===== config.mk =====
export PLATFORM = sky130hd
export DESIGN_NAME = mac_skew_feeder_flat
export DESIGN_NICKNAME = d
export VERILOG_FILES = /design/src/rtl/mac_skew_feeder_pkg.sv /design/src/rtl/mac_skew_feeder_if.sv /design/src/rtl/mac_skew_feeder_skew_delay_line.sv /design/src/rtl/mac_skew_feeder.sv /design/src/flat_wrapper.sv
export SDC_FILE = /design/constraint.sdc
export NUM_CORES = 1
export LEC_CHECK = 0
export ABC_AREA = 0
export BUFFER_PORTS_ARGS = -buffer_cell sky130_fd_sc_hd__buf_4
export CAP_MARGIN = 20
export CORE_MARGIN = 2
export CORE_UTILIZATION = 55
export DETAILED_ROUTE_END_ITERATION = 6
export PLACE_DENSITY = 0.85
export SETUP_SLACK_MARGIN = 0.02
export SLEW_MARGIN = 20
export SYNTH_ARGS = -nofsm -noshare
export SYNTH_HDL_FRONTEND = slang
export SYNTH_SLANG_ARGS = --single-unit

===== constraint.sdc =====
create_clock -name clk -period 1.5 [get_ports clk]
set_input_delay 0.225 -clock clk [delete_from_list [all_inputs] [get_ports clk]]
set_output_delay 0.225 -clock clk [all_outputs]
set_load 0.02 [all_outputs]

===== src/rtl/mac_skew_feeder_pkg.sv =====
// Shared types and helpers for the systolic-array skew feeder.
package mac_skew_feeder_pkg;

  localparam int N_DEF          = 4;
  localparam int DATA_WIDTH_DEF = 8;

  typedef enum logic [2:0] {
    IDLE,
    CLEAR,
    FEED,
    FLUSH,
    DONE
  } feeder_state_t;

  // Lane i of a packed vector sits at bits [i*width +: width].
  function automatic int laneLsb(input int lane, input int width);
    return lane * width;
  endfunction

endpackage


===== src/rtl/mac_skew_feeder_if.sv =====
// Producer-to-feeder vector stream: one N-lane vector per valid/ready handshake.
interface mac_skew_feeder_if
  import mac_skew_feeder_pkg::*;
#(
  parameter int N          = N_DEF,
  parameter int DATA_WIDTH = DATA_WIDTH_DEF
);

  logic                    in_valid;
  logic                    in_ready;
  logic [N*DATA_WIDTH-1:0] in_data;
  logic                    in_last;

  modport master (
    output in_valid,
    output in_data,
    output in_last,
    input  in_ready
  );

  modport slave (
    input  in_valid,
    input  in_data,
    input  in_last,
    output in_ready
  );

endinterface


===== src/rtl/mac_skew_feeder_skew_delay_line.sv =====
// One lane of the diagonal skew: a DEPTH-stage shift chain with advance enable and sync clear.
module skew_delay_line #(
  parameter int DEPTH      = 1,
  parameter int DATA_WIDTH = 8
) (
  input  logic                  clk,
  input  logic                  rst_n,
  input  logic                  i_en,
  input  logic                  i_clr,
  input  logic [DATA_WIDTH-1:0] i_din,
  output logic [DATA_WIDTH-1:0] o_dout
);

  logic [DATA_WIDTH-1:0] r_stage [DEPTH];

  // Clear wins over advance so a tile always starts from an all-zero skew.
  always_ff @(posedge clk or negedge rst_n) begin
    if (!rst_n) begin
      for (int k = 0; k < DEPTH; k++) r_stage[k] <= '0;
    end else if (i_clr) begin
      for (int k = 0; k < DEPTH; k++) r_stage[k] <= '0;
    end else if (i_en) begin
      r_stage[0] <= i_din;
      for (int k = 1; k < DEPTH; k++) r_stage[k] <= r_stage[k-1];
    end
  end

  assign o_dout = r_stage[DEPTH-1];

endmodule


===== src/rtl/mac_skew_feeder.sv =====
// Skews accepted N-lane vectors diagonally onto a systolic-array edge and sequences the
// array's shift/accumulate controls through clear, feed, zero-flush and done.
module mac_skew_feeder
  import mac_skew_feeder_pkg::*;
#(
  parameter int N          = N_DEF,
  parameter int DATA_WIDTH = DATA_WIDTH_DEF
) (
  input  logic                    clk,
  input  logic                    rst_n,
  mac_skew_feeder_if.slave        s_in,
  output logic [N*DATA_WIDTH-1:0] o_out_data,
  output logic                    o_shift_en,
  output logic                    o_acc_en,
  output logic                    o_acc_rst,
  output logic                    o_busy,
  output logic                    o_done
);

  // N-1 cycles empty the skew, N-1 more carry the last operand to the far corner.
  localparam int FLUSH_CYCLES = 2 * (N - 1);
  localparam int CNT_W        = $clog2(2 * N);

  feeder_state_t    r_state;
  logic [CNT_W-1:0] r_flushCnt;
  logic             w_advance;
  logic             w_clear;

  assign w_advance = ((r_state == FEED) && s_in.in_valid) || (r_state == FLUSH);
  assign w_clear   = (r_state == CLEAR);

  always_ff @(posedge clk or negedge rst_n) begin
    if (!rst_n) begin
      r_state    <= IDLE;
      r_flushCnt <= '0;
    end else begin
      case (r_state)
        IDLE:  if (s_in.in_valid) r_state <= CLEAR;
        CLEAR: r_state <= FEED;
        FEED: begin
          if (s_in.in_valid && s_in.in_last) begin
            r_state    <= FLUSH;
            r_flushCnt <= '0;
          end
        end
        FLUSH: begin
          if (r_flushCnt == CNT_W'(FLUSH_CYCLES - 1)) r_state <= DONE;
          else                                         r_flushCnt <= r_flushCnt + 1'b1;
        end
        DONE:    r_state <= IDLE;
        default: r_state <= IDLE;
      endcase
    end
  end

  assign s_in.in_ready = (r_state == FEED);
  assign o_shift_en    = w_advance;
  assign o_acc_en      = w_advance;
  assign o_acc_rst     = w_clear;
  assign o_busy        = (r_state != IDLE);
  assign o_done        = (r_state == DONE);

  // Lane i gets i+1 registers; during FLUSH zeros are injected at every lane.
  for (genvar i = 0; i < N; i++) begin : g_lane
    logic [DATA_WIDTH-1:0] w_laneIn;
    logic [DATA_WIDTH-1:0] w_laneOut;

    assign w_laneIn = (r_state == FEED) ? s_in.in_data[laneLsb(i, DATA_WIDTH) +: DATA_WIDTH]
                                        : '0;

    skew_delay_line #(
      .DEPTH      (i + 1),
      .DATA_WIDTH (DATA_WIDTH)
    ) u_line (
      .clk    (clk),
      .rst_n  (rst_n),
      .i_en   (w_advance),
      .i_clr  (w_clear),
      .i_din  (w_laneIn),
      .o_dout (w_laneOut)
    );

    assign o_out_data[laneLsb(i, DATA_WIDTH) +: DATA_WIDTH] = w_laneOut;
  end

endmodule


===== src/flat_wrapper.sv =====
// flat-port wrapper written by rule: the top's interface ports become plain ports
module mac_skew_feeder_flat import mac_skew_feeder_pkg::*;
#(
  parameter int N          = N_DEF,
  parameter int DATA_WIDTH = DATA_WIDTH_DEF
)
  (clk, rst_n, o_out_data, o_shift_en, o_acc_en, o_acc_rst, o_busy, o_done, s_in_in_valid, s_in_in_data, s_in_in_last, s_in_in_ready);
  mac_skew_feeder_if #(.N(N), .DATA_WIDTH(DATA_WIDTH)) s_in_i ();
  input  logic clk;
  input  logic rst_n;
  output logic [N*DATA_WIDTH-1:0] o_out_data;
  output logic o_shift_en;
  output logic o_acc_en;
  output logic o_acc_rst;
  output logic o_busy;
  output logic o_done;
  input wire logic [$bits(s_in_i.in_valid)-1:0] s_in_in_valid;
  input wire logic [$bits(s_in_i.in_data)-1:0] s_in_in_data;
  input wire logic [$bits(s_in_i.in_last)-1:0] s_in_in_last;
  output wire logic [$bits(s_in_i.in_ready)-1:0] s_in_in_ready;
  assign s_in_i.in_valid = s_in_in_valid;
  assign s_in_i.in_data = s_in_in_data;
  assign s_in_i.in_last = s_in_in_last;
  assign s_in_in_ready = s_in_i.in_ready;
  mac_skew_feeder #(.N(N), .DATA_WIDTH(DATA_WIDTH)) u_core (.clk(clk), .rst_n(rst_n), .s_in(s_in_i), .o_out_data(o_out_data), .o_shift_en(o_shift_en), .o_acc_en(o_acc_en), .o_acc_rst(o_acc_rst), .o_busy(o_busy), .o_done(o_done));
endmodule

# Yosys cells after proc, flatten, opt, wreduce, memory -nomap -nowiden
# Index checks and enable logic that the tools add are counted.
[totals]
reg_bits = 86
inputBits = 36
out_inout_bits = 38
wordCells = 50
[op_classes]
addsub = 1
n_eq_ne = 9
muxes = 19
reduce_logical = 9
[op_table]
columns = ["cell", "count"]
rows = [
  ["$mux 32", 2],
  ["$mux 24", 2],
  ["$mux 8", 6],
  ["$mux 16", 2],
  ["$mux 3", 5],
  ["$pmux 3 s4", 1],
  ["$eq 3x2->1 const B", 2],
  ["$eq 3x3->1 const B", 2],
  ["$ne 2x2->1 const B", 3],
  ["$pmux 3 s2", 1],
  ["$reduce_and 3->1", 2],
  ["$reduce_bool 2->1", 2],
  ["$add 3x1->3 const B", 1],
  ["$eq 3x1->1 const B", 1],
  ["$logic_not 3->1", 1],
  ["$reduce_bool 3->1", 1],
  ["$logic_and 1x1->1", 2],
  ["$ne 2x1->1 const B", 1],
  ["$logic_or 1x1->1", 1],
]

# Depth between registers and ports, before layout
# Gate-level depths: netlist (run 1).
[depth]
word_depth = 5
depth_mapped = 6
mapped_depth_nobuf = 5

# Modules after synthesis
# A second synthesis (run 1) with hierarchy kept.
[unflattened]
hier_cells = 363
area_unflattened_um2 = 4200.3
[modules_own_cells]
columns = ["module", "n_inst", "cells_each", "area_per_inst_um2", "seq_area_each_um2"]
rows = [
  ["skew_delay_line (u_core.g_lane[3].u_line)", 1, 111, 1383.8, 800.8],
  ["skew_delay_line (u_core.g_lane[2].u_line)", 1, 85, 1049.8, 600.6],
  ["mac_skew_feeder", 1, 81, 720.7, 150.1],
  ["skew_delay_line (u_core.g_lane[1].u_line)", 1, 60, 720.7, 400.4],
  ["skew_delay_line (u_core.g_lane[0].u_line)", 1, 26, 325.3, 200.2],
]

# Worst setup path after synthesis (run 1)
# No wires, ideal clock.
[synth_timing]
kind = "register to output"
start = "register u_core.r_state[2]"
end = "output port o_shift_en"
arrival_time_ns = 1.447
required_ns = 1.275
setup_slack_ns = -0.172
path_stages_with_launch = 6
n_path_buf = 3
path_cell_list = "dfrtp_1 > buf_2 > nand2b_1 > clkbuf_1 > nor2_1 > buf_4"
[synth_via]
elab_chain_len = 3
elab_cells_between_ends = 4
classes_between = "2 x eq/ne; 2 x reduce/logical"
[synth_lines]
columns = ["item", "line_no", "source"]
rows = [
  ["start: declaration", "mac_skew_feeder.sv:24", "feeder_state_t r_state;"],
  ["start signal: assignment", "mac_skew_feeder.sv:34", "r_state <= IDLE;"],
  ["start signal: assignment", "mac_skew_feeder.sv:38", "IDLE: if (s_in.in_valid) r_state <= CLEAR;"],
  ["start signal: assignment", "mac_skew_feeder.sv:39", "CLEAR: r_state <= FEED;"],
  ["$eq 3x2->1", "mac_skew_feeder.sv:29", "assign w_advance = ((r_state == FEED) && s_in.in_valid) || (r_state == FLUSH);"],
  ["$logic_and 1x1->1", "mac_skew_feeder.sv:29", ""],
  ["$logic_or 1x1->1 (*)", "mac_skew_feeder.sv:29", ""],
  ["end: declaration", "flat_wrapper.sv:12", "output logic o_shift_en;"],
]
# Every way passes the cells marked *; elsewhere a longest branch is shown, timed or not.

# Final worst setup path (run 1)
[layout_timing]
start = "register u_core.r_state[2]"
end = "register u_core.g_lane[2].u_line.r_stage[15] (netlist bit)"
[layout_via]
elab_chain_len = 4
elab_cells_between_ends = 7
classes_between = "3 x eq/ne; 1 x mux; 3 x reduce/logical"
[layout_lines]
columns = ["item", "line_no", "source"]
rows = [
  ["$eq 3x2->1", "mac_skew_feeder.sv:29", ""],
  ["$logic_and 1x1->1", "mac_skew_feeder.sv:29", ""],
  ["$logic_or 1x1->1", "mac_skew_feeder.sv:29", ""],
  ["$reduce_bool 2->1 (no line)", "n/a", ""],
  ["end: declaration", "mac_skew_feeder_skew_delay_line.sv:14", "logic [DATA_WIDTH-1:0] r_stage [DEPTH];"],
]
# Parallel ways exist; a longest one is shown, timed or not.
# A chain may end at the register's enable or synchronous reset.

==> results.md, run 1 <==
- The run finished, with violations left.
- The number of sinks driven by the clock tree is 86.
- The number of antenna violations at the first check in global routing is 0.
- The slew at the pin closest to its max-slew limit is 0.720 ns.
- The later pin in the worst-skew pair is clocked with a latency of 0.38 ns.
- In this run the critical register-to-register path is launched from u_core.r_state[2].
- The worst max-slew margin expressed relative to the limit is 52.0%.
- The average footprint of a synthesized cell is 9.34 sq um.
- The hold violation total from the final report was 0.
- The wire length reported by the detailed router is 15400 um.
- The met2 global-route usage is 42.3%.
- The placed instance area is 4610 sq um.
- Summing the areas of all and, or, nand and nor instances in the mapped netlist gives 13.1% of the synthesized area.
- The leakage power summed over all cells is 0.00263 uW.
- The startpoint of the most critical hold path is s_in_in_data[1].
- The minimum setup slack in the final design is -0.213 ns.
- Multiplexer cells account for 0% of the synthesized area.
- Global routing used 25.8% of the available tracks.
- The longest clock path from root to sink contains 2 buffers.
- The min-delay analysis places its worst path in the category in -> reg.
- After layout, the worst path uses 114% of the clock period.
- The met3 track demand over resource in global routing is 5.62%.
- The I/O pin count is 74.
- The die is 89.9 um wide.
- The final layout contains 545 nets.
- The met1 track demand over resource in global routing is 33.3%.
- The first routing iteration left 510 violations.
- The most heavily used metal layer in global routing is met2.
- Summing the areas of all fa, ha and maj instances in the mapped netlist gives 0.617% of the synthesized area.
- VDD sags by at most 1.51 mV.
- The top cell types in the final layout, fill and taps aside, are sky130_fd_sc_hd__buf_4 (89), sky130_fd_sc_hd__dfrtp_1 (83), sky130_fd_sc_hd__o21ai_0 (76), sky130_fd_sc_hd__a21oi_1 (27), sky130_fd_sc_hd__nand3_1 (26).
- The count of input and output buffers is 73.
- The flop and latch count out of synthesis is 86.
- The cell count after synthesis is 434.
- In the final layout, the multi-input gates occupy 2000 sq um.
- The initial standard-cell utilization of the core is 56.5%.
- The total via count in the routed design is 4134.
- Sequential elements use 53.1% of the synthesized area.
- The ratio of cells with drive above 1 in the final layout is 46.7%.
- For the worst setup path, the data arrival time is 1.99 ns.
- TritonCTS created 9 clock buffers.
- After routing the design area is 6000 sq um.
- After Yosys synthesis, XOR and XNOR cells account for 0% of the synthesized area.
- The finished layout holds 609 standard cells, fillers aside.
- The async set-reset flop share out of synthesis is 100%.
- The filler cell count in the final layout is 345.
- After legalization and detailed placement, the total HPWL measured 5450 um.
- Across all register-to-register paths, the minimum setup slack is -0.21 ns.
- Setup repair after global routing could not meet its margin everywhere.
- From synthesis to final layout, the design area changed by 48.0%.
- The clock transition at the registers of the reported paths is 0.09 ns.
- Max-cap violations in this run came to 0.
- When the netlist entered floorplanning its net count stood at 472.
- Dividing the detail-routed via count by the number of cells gives 6.79.
- CTS built an H-tree with a depth of 3.
- The maximum fanout count along the critical path is 7.
- The sum of overflow across all layers after global routing is 0.
- The total power density per cell area is 2410 nW/um^2.
- The number of global-route vias before repair is 3378.
- Along the worst hold path, the cell count comes to 3.
- The number of inserted diodes is 0.
- Entering global routing, the biggest net connects 65 pins.
- The number of endpoints failing setup at the final stage is 88.
- TritonCTS built the clock tree.
- The startpoint class of the critical path is a register.
- Leaving out fill and tap cells, the most frequent cell in the layout is sky130_fd_sc_hd__buf_4.
- The largest family of logic cells by synthesized area is compound AO/OA/AOI/OAI gates.
- The cell area after technology mapping is 4050 sq um.
- OpenSTA, run right after detailed placement, puts the worst setup slack at 0.0512 ns.
- STA puts the critical path data required time at 1.78 ns.
- The remaining antenna violation count is 0.
- After layout, the minimum clock period comes to 1.71 ns.
- The number of different library cells used by synthesis comes to 27.
- The number of rows created at floorplan is 31.
- The number of synthesis warnings is 0.
- The die footprint is 8070 sq um.
- The flip-flop and latch area is 2160 sq um.
- The total area inside the core boundary comes to 7180 sq um.
- The vertical die dimension is 89.9 um.
- The terminating pin of the worst hold path is u_core.g_lane[0].u_line.o_dout[1].
- The cell sitting at the root of the clock tree is a sky130_fd_sc_hd__clkbuf_8.
- STA classifies the critical path endpoint as a register.
- The average detailed-routed wire length per instance is 25.3 um.
- After detailed routing, the number of remaining DRC violations is 5.
- Once layout is complete, the utilization of the core stands at 83.6%.
- The startpoint-to-endpoint class of the critical path is reg -> reg.
- The synthesized netlist devotes 23.0% of its cell area to compound gates.
- The first global-routing pass estimated 16600 um of wire.
- The post-placement cell count is 552.
- The most used flip-flop cell after synthesis is sky130_fd_sc_hd__dfrtp_1.
- The synthesized design contains 0 enable-type register cells.
- The final max-slew violation count is 0.
- The worst reg-to-reg path cell count is 7.
- The checks that failed: DRC, setup timing.
- For this run, the detailed router's first-pass iteration total came to 7.
- The endpoint of the worst register-to-register path is u_core.g_lane[2].u_line.r_stage[15].
- The maximum frequency from static timing analysis is 584 MHz.
- The placer's final routability congestion estimate is 0.813.
- The worst clock skew on the final layout is 0.0128 ns.
[registers in the layout (all words and copies together), names as in the netlist]
name                          count
u_core.r_state                    3
u_core.g_lane.u_line.r_stage     48
u_core.r_flushCnt                 3
u_core.g_lane.u_line.o_dout      32
[cell families (layout without fill, tap and decap cells)]
family          count (synthesis)  after routing
compound gates                169            169
simple gates                  105            105
flops                          86             86
buf+inv                        72            148
fa+ha+maj                       2              2
[cell type report]
class                   count  area share (%)
repair buffers            133            25.1
multi-input cells         276            33.4
clock buffers              10            2.29
clock inverters             4            1.21
flip-flops and latches     86            35.9
well taps                  99            2.06
inverters                   1          0.0626
[Yosys cell counts (all sizes together) (2+ instances only)]
| cell | number | area, sq um |
|---|---|---|
| nand2b | 2 | 12.5 |
| clkbuf | 29 | 110 |
| nand4b | 3 | 26.3 |
| a21oi | 53 | 269 |
| nor2 | 4 | 15.0 |
| o31ai | 32 | 240 |
| buf | 42 | 300 |
| dfrtp | 86 | 2150 |
| nor3b | 3 | 38.8 |
| o21ai | 83 | 415 |
| nand3 | 51 | 255 |
| ha | 2 | 25.0 |
| nand2 | 34 | 128 |
| nand4 | 3 | 18.8 |
[where the power goes]
part,switching [uW],internal (uW),leakage [uW]
Sequential,802,3290,0.00113
Combinational,4590,3920,0.00140
Clock,879,963,0.000104
Total,6270,8180,0.00263
[worst max-delay path by stage]
stage	from	endpoint	slack, ns	cells past startpoint
after floorplan	u_core.r_state[2]	o_shift_en	0.006	5
after detailed placement	u_core.r_state[0]	u_core.g_lane[2].u_line.r_stage[17]	0.05	5
after global routing	u_core.r_state[0]	s_in_in_ready	-0.23	3
after CTS	u_core.r_state[2]	o_busy	-0.17	3
final	u_core.r_state[2]	u_core.g_lane[2].u_line.r_stage[15]	-0.21	7
after global placement	u_core.r_state[1]	s_in_in_ready	0.12	3
[metal layers]
layer / vias up / part of all wire (%)
met5: - / 0
met4: 0 / 5.8
met3: 94 / 9.8
met2: 371 / 49
met1: 1994 / 36
li1: 1675 / -
[worst max-delay path, stage by stage (launching register included)]
cell	delay, ns
sky130_fd_sc_hd__dfrtp_2	0.47
sky130_fd_sc_hd__buf_6	0.15
sky130_fd_sc_hd__buf_4	0.14
sky130_fd_sc_hd__nor2b_4	0.18
sky130_fd_sc_hd__buf_12	0.18
sky130_fd_sc_hd__clkbuf_16	0.17
sky130_fd_sc_hd__nand3_1	0.08
sky130_fd_sc_hd__a21oi_1	0.25
[per-stage QoR]
| step | hold WS, ns | total power [uW] | setup TNS (ns) |
|---|---|---|---|
| 6_report | 0.0831 | 14400 | -7.32 |
| 5_1_grt | 0.0773 | 14900 | -9.52 |
| 4_1_cts | 0.0955 | 11000 | -0.851 |
| 3_5_place_dp | 0.174 | 8740 | 0 |
| 3_3_place_gp | 0.175 | 8530 | 0 |
| 2_1_floorplan | -0.0706 | 7310 | 0 |
[repair_timing]
item                       in CTS  in global routing
setup buffers                  12                 13
setup endpoints to repair      10                 88
resized for setup              11                113
hold buffers                    1                  0
pin swaps                       3                 32
hold endpoints to repair       27                  0
cloned                          2                 16
Power figures use the tool's default switching activity.
==> run 2: changes to the inputs <==
==> constraint.sdc (replaced) <==
create_clock -name clk -period 1.5 [get_ports clk]
set_input_delay 0.45 -clock clk [delete_from_list [all_inputs] [get_ports clk]]
set_output_delay 0.45 -clock clk [all_outputs]
set_load 0.02 [all_outputs]
==> run 2 against run 1 <==
  * The flow finishes with violations (hold timing, setup timing)
  * Hold slack got worse by 0.083 ns
  * Wire length decreased by 9.9%
  * Final cell count decreased by 0.82%
  * Global-route usage decreased by 2.5 points
==> results.md, run 2 (same netlist as run 1, synthesis figures left out) <==
- The number of global-route vias before repair is 3255.
- The area growth from synthesis to layout is 45.8%.
- The count of buffers added on input and output ports is 73.
- For this design, the CTS-stage hold fixing added 0 buffers.
- The number of buffers between clock root and the deepest sink is 2.
- The flip-flop count of the largest register after layout is 48.
- The die footprint is 8070 sq um.
- The commonest non-fill, non-tap cell in the layout is sky130_fd_sc_hd__dfrtp_1.
- The critical path arrival is 1.35 ns.
- The number of sinks driven by the clock tree is 86.
- The startpoint class of the critical path is a register.
- The vertical die dimension is 89.9 um.
- The floorplan has 31 rows.
- The average detailed-routed wire length per instance is 23.0 um.
- The floorplan step set the die width to 89.9 um.
- The CTS buffer count is 9.
- The worst clock skew on the final layout is 0.0145 ns.
- Leaving out fill and tap cells, the most frequent cells in the layout are sky130_fd_sc_hd__dfrtp_1 (84), sky130_fd_sc_hd__buf_4 (82), sky130_fd_sc_hd__o21ai_0 (66), sky130_fd_sc_hd__a21oi_2 (33), sky130_fd_sc_hd__nand2_1 (33).
- The placed instance area is 4670 sq um.
- Based on the critical path, the design can be clocked at up to 556 MHz.
- The post-route netlist has 46.9% of its cells at a drive strength greater than 1.
- The checks that failed: hold timing, setup timing.
- The post-route DRC violation count is 0.
- The clock latency on the worst-skew pair is 0.36 ns.
- The utilization of the core after routing is 82.4%.
- The startpoint-to-endpoint class of the critical path is reg -> out.
- For this run, the detailed router's first-pass iteration total came to 5.
- Setup repair after global routing could not meet its margin everywhere.
- The required time of the critical path is 1.05 ns.
- The hold violation total from the final report is 1.
- The tightest min-delay check is of the in -> async type.
- Dividing the detail-routed via count by the number of cells gives 6.50.
- The finished cells cover 5910 sq um.
- Timing analysis after detailed placement gives a worst setup slack of 0.00981 ns.
- Global routing finished with a remaining overflow of 0.
- The maximum VDD drop is 1.65 mV.
- The number of nets in the layout is 538.
- In this run the number of H-tree levels came out at 3.
- Setup violations remaining at the end of the flow were counted as 65.
- The type of element capturing the critical path is a primary output.
- For the pin with the worst max-slew slack, the measured transition is 0.486 ns.
- The maximum fanout count along the critical path is 7.
- The final max-slew violation count is 0.
- The wire length reported by the detailed router is 13900 um.
- The worst hold margin is -0.000196 ns.
- Ranked by flip-flop count, first place goes to u_core.g_lane.u_line.r_stage.
- The worst path uses 120% of the clock period.
- In this run, the number of DRC markers left after iteration 0 of detailed routing was 384.
- The I/O pin count is 74.
- The number of inserted diodes is 0.
- Clock-pin slew was measured on the worst setup and hold paths at 0.09 ns.
- The maximum number of pins on one net before global-route repair is 50.
- Measured in cells, the most critical reg-to-reg path has a length of 7.
- The aggregate global-route resource usage is 23.4%.
- The remaining antenna violation count is 0.
- The root buffer selected by CTS is sky130_fd_sc_hd__clkbuf_8.
- After layout, the minimum clock period comes to 1.80 ns.
- The run finished, with violations left.
- The global-route wire length before repair is 15400 um.
- The minimum setup slack in the final design is -0.299 ns.
- Summed over all nets, the half-perimeter wirelength after detailed placement is 6040 um.
- The leakage power summed over all cells is 0.00255 uW.
- The number of antenna violations at the first check in global routing is 0.
- The core region is 7180 sq um.
- The initial standard-cell utilization of the core is 56.5%.
- The CTS tree is done.
- Across the run, the number of max-cap violations was 0.
- The placer's final routability congestion estimate is 0.826.
- The total via count in the routed design is 3928.
- The worst max-slew margin expressed relative to the limit is 67.6%.
- Power spread over the standard cell area amounts to 2310 nW/um^2.
run 2: report_power, final:
| group | internal, uW | switching [uW] | leakage, uW | total [uW] |
|---|---|---|---|---|
| logic | 3540 | 4280 | 0.00132 | 7820 |
| registers | 3290 | 808 | 0.00113 | 4100 |
| clock network | 862 | 869 | 0.000106 | 1730 |
run 2: routing by layer:
| layer | track usage (%) | up-vias | share of wire (%) |
|---|---|---|---|
| met5 | 0 | - | 0 |
| met4 | 9.74 | 0 | 5.2 |
| met3 | 5.45 | 62 | 7.5 |
| met2 | 36.8 | 277 | 50 |
| met1 | 31.5 | 1923 | 37 |
| li1 | - | 1666 | - |
run 2: timing repair:
| item | CTS | global route |
|---|---|---|
| hold endpoints to repair | 0 | 0 |
| buffers inserted | 3 | 14 |
| gates resized for setup | 8 | 153 |
| pin swaps | 4 | 46 |
| endpoints found under the setup margin | 9 | 80 |
| gates cloned | 2 | 11 |
run 2: critical path: stages (launching register included):
cell and delay [ns]:
sky130_fd_sc_hd__dfrtp_2 0.48, sky130_fd_sc_hd__or3_4 0.39, sky130_fd_sc_hd__buf_6 0.14
run 2: cell type report:
cell class | count | area [sq um]
repair buffers | 126 | 1360
clock inverters | 5 | 56.3
multi-input cells | 276 | 2070
clock buffers | 11 | 151
fillers | 367 | 1260
flip-flops and latches | 86 | 2150
well taps | 99 | 124
inverters | 1 | 3.75
run 2: stage by stage:
stage | power [uW] | instances | hold WS (ns) | TNS (ns)
detailed placement | 8830 | 561 | 0.393 | 0
floorplan | 7380 | 434 | 0.154 | -0.107
finish | 13600 | 604 | -0.000196 | -6.60
global route | 14200 | 604 | 0.0198 | -10.61
global placement | 8630 | 561 | 0.387 | 0
CTS | 10800 | 581 | 0.0138 | -2.78
run 2: final timing paths:
check | start | endpoint | slack (ns)
min in group clk | s_in_in_data[0] | u_core.g_lane[0].u_line.o_dout[0] | 0.33
max in group asynchronous | rst_n | u_core.g_lane[1].u_line.r_stage[14] | 0.99
hold / removal | rst_n | u_core.g_lane[2].u_line.r_stage[23] | -0.0002
setup reg to reg | u_core.r_state[2] | u_core.r_flushCnt[0] | -0.19
hold reg to reg | u_core.g_lane[1].u_line.r_stage[8] | u_core.g_lane[1].u_line.r_stage[8] | 0.52
setup / recovery | u_core.r_state[0] | o_busy | -0.30
==> run 3: changes to the inputs <==
clock period = 1.8 ns   (was 1.5 ns; I/O delays follow)
==> run 3 against run 2 <==
  * Final cell count decreased by 4.0%
  * Final area decreased by 17%
  * Sequential share of layout area increased by 7.3 points
  * Core utilization decreased by 14 points
  * Critical path type unchanged
  * Die area unchanged
  * Worst setup slack improved by 0.15 ns
  * Flip-flop and latch count unchanged
  * The flow finishes with violations (setup timing)
  * Non-clock buffer count decreased by 25
  * Via count decreased by 9.2%
  * Register-to-register slack improved by 0.28 ns
==> results.md, run 3 (same netlist as run 1, synthesis figures left out) <==
- The worst setup path is launched from a register.
- The register with the most flip-flops in the final layout is u_core.g_lane.u_line.r_stage.
- Once the floorplan was initialized, standard cells occupied 56.5% of the core.
- The maximum number of pins on one net before global-route repair is 65.
- The internal power is 5330 uW.
- Setup violations remaining at the end of the flow were counted as 6.
- At the end of the flow, the number of nets in the layout was 514.
- The number of clock buffers added by TritonCTS is 9.
- The tool flagged a number of max-cap violations equal to 0.
- Compared with the post-synthesis result, the final layout area differs by 21.5%.
- The vertical die dimension is 89.9 um.
- For this design the top-level I/O count stands at 74.
- The number of global-route vias before repair is 3239.
- The final max-slew violation count is 0.
- The switching part of the total is 41.7%.
- The clock transition at the registers of the reported paths is 0.09 ns.
- Leaving out fill and tap cells, the most frequent cell in the layout is sky130_fd_sc_hd__buf_4.
- The fraction of power consumed by combinational cells is 47.7%.
- At the pin with the least slew margin, the transition time is 0.986 ns.
- The x dimension of the die is 89.9 um.
- The worst setup path is of the reg -> out kind.
- VDD sags by at most 1.03 mV.
- The maximum frequency from static timing analysis is 512 MHz.
- The overall power of the completed layout is 9130 uW.
- On the final layout, the worst hold slack is 0.0502 ns.
- Sequential cells burn 35.3% of the power.
- The class of the tightest hold or removal check is in -> async.
- The final reports fail on setup timing.
- The number of antenna violations at the first check in global routing is 0.
- The flow ran to the end, but the final reports show violations.
- The area of the core region is 7180 sq um.
- At the end of routability-driven placement, the weighted congestion stood at 0.815.
- The total negative setup slack is -0.534 ns.
- Hold repair after CTS inserted 0 buffers.
- The flip-flop count of the largest register after layout is 48.
- The repair_antennas step left the layout with diodes totalling 0.
- The minimum setup slack in the final design is -0.154 ns.
- The aggregate global-route resource usage is 24.5%.
- No sink is reached through more buffers than the 2 on the longest clock path.
- Counting the fill cells in the layout gives 543.
- Once detail routing completed, the nets flagged for antenna violations numbered 0.
- The average detailed-routed wire length per instance is 17.3 um.
- The clock network is responsible for 17.0% of the overall power.
- The post-route netlist has 27.0% of its cells at a drive strength greater than 1.
- Dividing the detail-routed via count by the number of cells gives 6.15.
- The worst reg-to-reg path cell count is 4.
- The root buffer selected by CTS is sky130_fd_sc_hd__clkbuf_8.
- The signal on the critical path passes through buf_6 -> or3_4 -> buf_6.
- TritonCTS built the clock tree.
- The total overflow left after global routing is 0.
- The first global-routing pass estimated 16100 um of wire.
- The sum of net half-perimeters after detailed placement is 5810 um.
- The clock latency on the worst-skew pair is 0.37 ns.
- Setup repair after global routing could not meet its margin everywhere.
- Clock skew on the completed layout was measured at 0.0105 ns.
- The register-to-register setup slack is 0.09 ns.
- Dividing total power by cell area gives a power density of 1850 nW/um^2.
- In the layout the commonest cells are sky130_fd_sc_hd__buf_4 (85), sky130_fd_sc_hd__dfrtp_1 (84), sky130_fd_sc_hd__o21ai_0 (77), sky130_fd_sc_hd__a21oi_1 (52), sky130_fd_sc_hd__nand3_1 (51).
- The maximum single-stage delay on the critical path is 0.46 ns.
- The worst path in the final design needs a cycle of 1.95 ns, including I/O delays and setup.
- The maximum fanout count along the critical path is 4.
- The post-route DRC violation count is 0.
- Measured against its own limit, the worst slew margin works out to 34.2%.
- Summed over all nets, the switching power comes to 3800 uW.
- The type of element capturing the critical path is a primary output.
- The number of design-rule violations left by the first detailed-router iteration is 511.
- The required time of the critical path is 1.26 ns.
- The count of buffers added on input and output ports is 73.
- The hold violation total from the final report is 0.
- The leakage power summed over all cells is 0.00221 uW.
- The total via count in the routed design is 3567.
- Counting stages on the worst path, the most repeated cell is sky130_fd_sc_hd__buf_6.
- On the critical path, the stage with the largest delay is an instance of sky130_fd_sc_hd__dfrtp_2.
- Dividing the final minimum period by the clock period gives 109%.
- The die footprint is 8070 sq um.
- The level count of the clock H-tree is 3.
- The wire length reported by the detailed router is 10000 um.
- The number of detailed-route iterations in the first pass is 5.
- The floorplan has 31 rows.
- The number of sinks driven by the clock tree is 86.
- The critical path arrival is 1.41 ns.
run 3: what timing repair did:
item,CTS,global route
pin swaps,4,2
gates cloned,0,1
endpoints found under the setup margin,6,36
setup buffers,11,1
gates resized for setup,16,5
run 3: per-layer routing:
layer / vias to the layer above / global-route usage (%) / wire [um]
li1: 1604 / - / -
met1: 1755 / 33.2 / 4020
met2: 176 / 39.3 / 4940
met4: 0 / 9.87 / 326
met5: - / 0 / 0
met3: 32 / 4.61 / 747
run 3: worst paths after layout:
path | to | from
max | o_busy | u_core.r_state[0]
min | u_core.r_state[1] | rst_n
max reg2reg | u_core.g_lane[3].u_line.r_stage[30] | u_core.r_state[0]
min reg2reg | u_core.g_lane[0].u_line.o_dout[1] | u_core.g_lane[0].u_line.o_dout[1]
max in group asynchronous | u_core.g_lane[3].u_line.r_stage[15] | rst_n
min in group clk | u_core.g_lane[0].u_line.o_dout[0] | s_in_in_data[0]
run 3: power by group through the flow:
stage                     sequential, uW  clock [uW]  combinational [uW]
final                               3230        1550                4350
after global routing                3310        1640                4720
after CTS                           3200        1550                4200
after detailed placement            3230           0                3920
after global placement              3190           0                3770
after floorplan                     3170           0                2920
run 3: layout make-up:
class	count	area (sq um)	share of cell area (%)
clock buffers	9	124	2.51
clock inverters	7	105	2.13
inverters	1	3.75	0.0762
multi-input cells	277	1550	31.5
flip-flops and latches	86	2150	43.7
well taps	99	124	2.51
repair buffers	101	866	17.6
run 3: worst max-delay path, delay by kind of cell, from the launching register on:
| kind | cells | cell delay, ns |
|---|---|---|
| buffers and inverters | 2 | 0.27 |
| flip-flops | 1 | 0.46 |
| AND/OR/NAND/NOR | 1 | 0.32 |
run 3: per-stage QoR:
stage	instances	setup slack [ns]	util (%)	instance area (sq um)
floorplan	434	-0.00941	-	4070
global placement	551	-0.0739	63.3	4540
detailed placement	551	-0.158	63.3	4540
CTS	578	-0.141	68.2	4890
global route	580	-0.179	68.7	4930
finish	580	-0.154	68.7	4930
